`config.mk`:
```
export PLATFORM = sky130hd
export DESIGN_NAME = branch_compare_seq
export DESIGN_NICKNAME = d
export VERILOG_FILES = /design/src/rtl/branch_compare_seq_pkg.sv /design/src/rtl/branch_chunk_cmp.sv /design/src/rtl/branch_compare_seq.sv
export SDC_FILE = /design/constraint.sdc
export NUM_CORES = 1
export LEC_CHECK = 0
export CELL_PAD_IN_SITES_DETAIL_PLACEMENT = 1
export CELL_PAD_IN_SITES_GLOBAL_PLACEMENT = 1
export CORE_UTILIZATION = 40
export DETAILED_ROUTE_END_ITERATION = 8
export GPL_ROUTABILITY_DRIVEN = 0
export PLACE_DENSITY = 0.9
export SLEW_MARGIN = 20
export SYNTH_ARGS = -nofsm -noshare
export SYNTH_HDL_FRONTEND = slang
export SYNTH_SLANG_ARGS = --single-unit
```
`constraint.sdc`:
```
create_clock -name clk -period 2.8 [get_ports clk]
set_input_delay 0.56 -clock clk [delete_from_list [all_inputs] [get_ports clk]]
set_output_delay 0.56 -clock clk [all_outputs]
set_load 0.03 [all_outputs]
```
`src/rtl/branch_compare_seq_pkg.sv`:
```
// Shared flag positions, branch condition codes and FSM encoding for the
// multi-cycle branch comparator.
package branch_compare_seq_pkg;

    localparam int BC_FLAG_COUNT = 3;
    localparam int BC_FLAG_EQ    = 0;
    localparam int BC_FLAG_GT    = 1;
    localparam int BC_FLAG_LT    = 2;

    localparam logic [2:0] BC_COND_EQ     = 3'd0;
    localparam logic [2:0] BC_COND_NE     = 3'd1;
    localparam logic [2:0] BC_COND_LT     = 3'd2;
    localparam logic [2:0] BC_COND_GE     = 3'd3;
    localparam logic [2:0] BC_COND_GT     = 3'd4;
    localparam logic [2:0] BC_COND_LE     = 3'd5;
    localparam logic [2:0] BC_COND_ALWAYS = 3'd6;
    localparam logic [2:0] BC_COND_NEVER  = 3'd7;

    typedef enum logic [1:0] {
        BC_ST_IDLE = 2'd0,
        BC_ST_CMP  = 2'd1,
        BC_ST_DONE = 2'd2
    } bc_state_t;

    function automatic logic bc_eval_cond(input logic [2:0] cond,
                                          input logic [BC_FLAG_COUNT-1:0] flags);
        logic taken;
        case (cond)
            BC_COND_EQ:     taken = flags[BC_FLAG_EQ];
            BC_COND_NE:     taken = ~flags[BC_FLAG_EQ];
            BC_COND_LT:     taken = flags[BC_FLAG_LT];
            BC_COND_GE:     taken = ~flags[BC_FLAG_LT];
            BC_COND_GT:     taken = flags[BC_FLAG_GT];
            BC_COND_LE:     taken = ~flags[BC_FLAG_GT];
            BC_COND_ALWAYS: taken = 1'b1;
            default:        taken = 1'b0;
        endcase
        return taken;
    endfunction

endpackage

```
`src/rtl/branch_chunk_cmp.sv`:
```
// Combinational CHUNK-wide unsigned compare: reports inequality and a > b.
module branch_chunk_cmp #(
    parameter int CHUNK = 4
) (
    input  logic [CHUNK-1:0] chunk_a,
    input  logic [CHUNK-1:0] chunk_b,
    output logic             ne,
    output logic             a_gt
);

    assign ne   = (chunk_a != chunk_b);
    assign a_gt = (chunk_a > chunk_b);

endmodule

```
`src/rtl/branch_compare_seq.sv`:
```
// Multi-cycle MSB-first operand comparator producing EQ/GT/LT flags and a
// branch-taken decision, CHUNK bits per clock behind a valid/ready handshake.
module branch_compare_seq
    import branch_compare_seq_pkg::*;
#(
    parameter int WIDTH = 8,
    parameter int CHUNK = 4
) (
    input  logic                     clk,
    input  logic                     rst,
    input  logic                     req_valid,
    output logic                     req_ready,
    input  logic [WIDTH-1:0]         a,
    input  logic [WIDTH-1:0]         b,
    input  logic                     is_signed,
    input  logic [2:0]               cond,
    input  logic                     flush,
    output logic                     res_valid,
    output logic [BC_FLAG_COUNT-1:0] bc_flags,
    output logic                     taken
);

    localparam int NCHUNK = WIDTH / CHUNK;
    localparam int CNT_W  = (NCHUNK > 1) ? $clog2(NCHUNK) : 1;
    localparam logic [CNT_W-1:0] LAST_CNT = CNT_W'(NCHUNK - 1);
    localparam logic [WIDTH-1:0] MSB_MASK = {1'b1, {(WIDTH-1){1'b0}}};

    if ((WIDTH % CHUNK) != 0) begin : g_bad_chunk
        $error("branch_compare_seq: CHUNK must divide WIDTH");
    end

    // Flipping the sign bit maps two's-complement order onto unsigned order.
    function automatic logic [WIDTH-1:0] fold_sign(input logic [WIDTH-1:0] v,
                                                   input logic            sgn);
        return sgn ? (v ^ MSB_MASK) : v;
    endfunction

    bc_state_t              state, state_d;
    logic [WIDTH-1:0]       a_q, b_q;
    logic [2:0]             cond_q;
    logic [CNT_W-1:0]       cnt;
    logic                   decided, gt_bit;
    logic                   accept, last_chunk;
    logic                   chunk_ne, chunk_gt;
    logic                   decided_d, gt_bit_d;
    logic [BC_FLAG_COUNT-1:0] flags_d;
    logic [CHUNK-1:0]       a_chunks [NCHUNK];
    logic [CHUNK-1:0]       b_chunks [NCHUNK];

    // Chunk 0 holds the MSBs so the first difference found decides the order.
    for (genvar i = 0; i < NCHUNK; i++) begin : g_chunks
        assign a_chunks[i] = a_q[WIDTH-1-i*CHUNK -: CHUNK];
        assign b_chunks[i] = b_q[WIDTH-1-i*CHUNK -: CHUNK];
    end

    branch_chunk_cmp #(
        .CHUNK (CHUNK)
    ) u_chunk_cmp (
        .chunk_a (a_chunks[cnt]),
        .chunk_b (b_chunks[cnt]),
        .ne      (chunk_ne),
        .a_gt    (chunk_gt)
    );

    always_comb begin
        state_d    = state;
        req_ready  = 1'b0;
        res_valid  = 1'b0;
        accept     = 1'b0;
        last_chunk = (cnt == LAST_CNT);
        decided_d  = decided | chunk_ne;
        gt_bit_d   = (!decided && chunk_ne) ? chunk_gt : gt_bit;
        flags_d             = '0;
        flags_d[BC_FLAG_EQ] = ~decided_d;
        flags_d[BC_FLAG_GT] = decided_d & gt_bit_d;
        flags_d[BC_FLAG_LT] = decided_d & ~gt_bit_d;

        case (state)
            BC_ST_IDLE: begin
                req_ready = 1'b1;
                accept    = req_valid & ~flush;
                if (accept) state_d = BC_ST_CMP;
            end
            BC_ST_CMP: begin
                if (flush)           state_d = BC_ST_IDLE;
                else if (last_chunk) state_d = BC_ST_DONE;
            end
            BC_ST_DONE: begin
                req_ready = 1'b1;
                res_valid = 1'b1;
                accept    = req_valid & ~flush;
                state_d   = accept ? BC_ST_CMP : BC_ST_IDLE;
            end
            default: state_d = BC_ST_IDLE;
        endcase
    end

    always_ff @(posedge clk or posedge rst) begin
        if (rst) state <= BC_ST_IDLE;
        else     state <= state_d;
    end

    always_ff @(posedge clk or posedge rst) begin
        if (rst) begin
            a_q      <= '0;
            b_q      <= '0;
            cond_q   <= '0;
            cnt      <= '0;
            decided  <= 1'b0;
            gt_bit   <= 1'b0;
            bc_flags <= '0;
            taken    <= 1'b0;
        end else if (accept) begin
            a_q     <= fold_sign(a, is_signed);
            b_q     <= fold_sign(b, is_signed);
            cond_q  <= cond;
            cnt     <= '0;
            decided <= 1'b0;
            gt_bit  <= 1'b0;
        end else if (state == BC_ST_CMP && !flush) begin
            decided <= decided_d;
            gt_bit  <= gt_bit_d;
            cnt     <= cnt + CNT_W'(1);
            if (last_chunk) begin
                bc_flags <= flags_d;
                taken    <= bc_eval_cond(cond_q, flags_d);
            end
        end
    end

endmodule

```
==> impl_metrics.json, run 1 <==
{
  "grt_pass1_vias": 1058,
  "synth_top_area_share": 0.478,
  "insertion_delay_ns": 0.32,
  "clock_path_buffers": 2,
  "grt_overflow_total": 0,
  "antenna_found_initial": 0,
  "die_area_sq_um": 3910,
  "cts_hold_buf": 0,
  "tritoncts": "built",
  "setup_tns_ns": 0,
  "port_buffers": 29,
  "io_pins": 30,
  "max_slew_margin": 0.622,
  "grt_max_degree": 29,
  "cts_num_sinks": 28,
  "synth_cell_types": 37,
  "finalClockSkew_ns": 0.00383,
  "n_antenna_cell": 0,
  "layout-drive-gt1-share": 0.136,
  "min_path_type": "reg2reg",
  "synth_fp_nets": 145,
  "vias": 976,
  "grt_setup_unrepaired": "no",
  "status": "complete, no violations",
  "wirelength_mm": 2.86,
  "synth.most_common_cell": "dfrtp_1",
  "clkSlewWorstSetupHoldPaths_ns": 0.15,
  "period_minus_slack_ns": 2.62,
  "cts_buffers": 3,
  "final_cells": 193,
  "cap_violations": 0,
  "cts_resized": 0,
  "die_y_um": 62.5,
  "firstDrtPassIters": 3,
  "die_width_um": 62.5,
  "root_buffer": "clkbuf_4",
  "crit_arrival_ns": 2.85,
  "nets": 176,
  "initial_utilization": 0.429,
  "track_usage": 0.161,
  "seqCellArea_sq_um": 701,
  "htree_levels": 1,
  "synthCells": 117,
  "grt_pass1_wl_mm": 5.04,
  "setup_viol": 0,
  "avgViaCountPerCell": 5.06,
  "power_density_nw_per_um2": 736,
  "post_cts_buffers": 0,
  "fmax_ghz": 0.382,
  "num_rows": 21,
  "drt_iter0_drc": 33,
  "fin_crit_sh": 0.936,
  "synth_seq_area_share": 0.478,
  "worstSetupStartpointType": "flop",
  "power.leakage_nw": 0.756,
  "dp.cells": 189,
  "yosysTopAreaCell": "dfrtp_1",
  "holdWs_ns": 0.500,
  "drtAntennaViolNets": 0,
  "reg2reg_slack_ns": 0.18,
  "yosysWarningCount": 0,
  "hold_violations": 0,
  "syn_to_final_growth_pct": 24.5,
  "criticalPathCategory": "reg2reg",
  "drv_slew": 0,
  "synthTopCellsByArea": "dfrtp_1, mux2_1, ha_1, mux2i_1, nand2_1",
  "coreArea_sq_um": 3420,
  "synth_commonest_cells": "dfrtp_1, mux2_1, nand2_1",
  "routedWlPerCell_um": 14.8,
  "drc_errors": 0,
  "netlist_area_sq_um": 1470,
  "multi_input_area_sq_um": 704,
  "hpwl_mm": 2.22,
  "crit_fanout": 13,
  "fill_cells": 372,
  "ir_drop_mv": 0.270,
  "cp.required_ns": 3.03,
  "crit_path_end_kind": "flop",
  "synth_top_flop_cell": "dfrtp_1",
  "avgSynthCellArea_sq_um": 12.5,
  "synth-edff-count": 0,
  "synthArstFlopShare": 1.00,
  "worstMarginPinSlew_ns": 0.567,
  "synth.ff_latch_count": 28
}
[per-layer routing]
metal  global-route usage  wire (um)  vias up
li1                     -          -      479
met1                0.217       1290      477
met2                0.279       1470       18
met3               0.0182         73        2
met4               0.0349         17        0
met5                    0          0        -
[report_power, final]
part,internal (mW),switching (mW)
clock,0.0794,0.116
sequential,0.501,0.101
combinational,0.267,0.279
[layout make-up]
cell class / instances / share of cell area
multi-input combinational: 79 / 0.386
timing repair buffer: 31 / 0.167
tap: 46 / 0.0316
clock buffer: 4 / 0.0199
sequential: 28 / 0.384
inverter: 5 / 0.0110
[path summary, 6_finish.rpt]
kind | startpoint | to | cells after the start
worst max-delay path | cnt | taken | 7
worst min-delay path | bc_flags[0] | bc_flags[0] | 1
worst min register to register | bc_flags[0] | bc_flags[0] | 1
worst max register to register | cnt | taken | 7
max in group asynchronous | rst | b_chunks[5] | 3
min in group asynchronous | rst | taken | 3
[sequential cells by signal (all words and copies together), names as in the netlist]
register	cells
decided	1
cond_q	3
state	2
taken	1
gt_bit	1
a_chunks	8
bc_flags	3
b_chunks	8
cnt	1
[stage by stage]
stage	setup slack, ns	total power [mW]	area, sq um	util
global route	0.0264	1.44	1820	0.534
floorplan	0.441	0.996	1470	-
finish	0.179	1.34	1820	0.534
CTS	0.188	1.36	1820	0.534
global placement	0.334	1.13	1790	0.523
detailed placement	0.218	1.17	1790	0.523
[logic make-up (layout without fill, tap and decap cells)]
group	after synthesis	count (layout)	share of synthesized area
AOI/OAI and AO/OA	20	20	0.104
xor gates and xnor gates	3	3	0.0179
adders and majority gates	4	4	0.0342
buffers and inverters	10	40	0.0410
DFF	28	28	0.478
muxes	27	27	0.203
and+or+nand+nor	25	25	0.121
[placed cells by master (no fill, tap or decap), drive strengths merged]
cell type       n
o21a            1
nor3b           2
o211ai          1
or2             1
or3             1
clkbuf          4
nor2b           2
o21ai           8
mux2           22
dfrtp          28
a2111oi         1
o311ai          1
clkinv          1
a211oi          1
and4            1
ha              4
nand4           2
nor2            5
o2bb2ai         1
nand2           8
xnor2           3
mux2i           5
or4             1
buf             2
o311a           1
a311oi          1
a21oi           4
inv             4
nor3            2
clkdlybuf4s50  29
[critical path, cell delays in order (launching register included)]
cell and delay [ns]:
dfrtp_1 0.73, mux2_1 0.40, ha_1 0.42, nand4_4 0.17
o311ai_0 0.39, o311a_1 0.24, o21a_1 0.13, o21ai_2 0.06
Note: power is estimated with default switching activity, not from simulation.
==> run 2: changes to the inputs <==
- SLEW_MARGIN: 20 -> unset
==> results of run 2 <==
Final layout, timing and power as in run 1 (identical DEF).
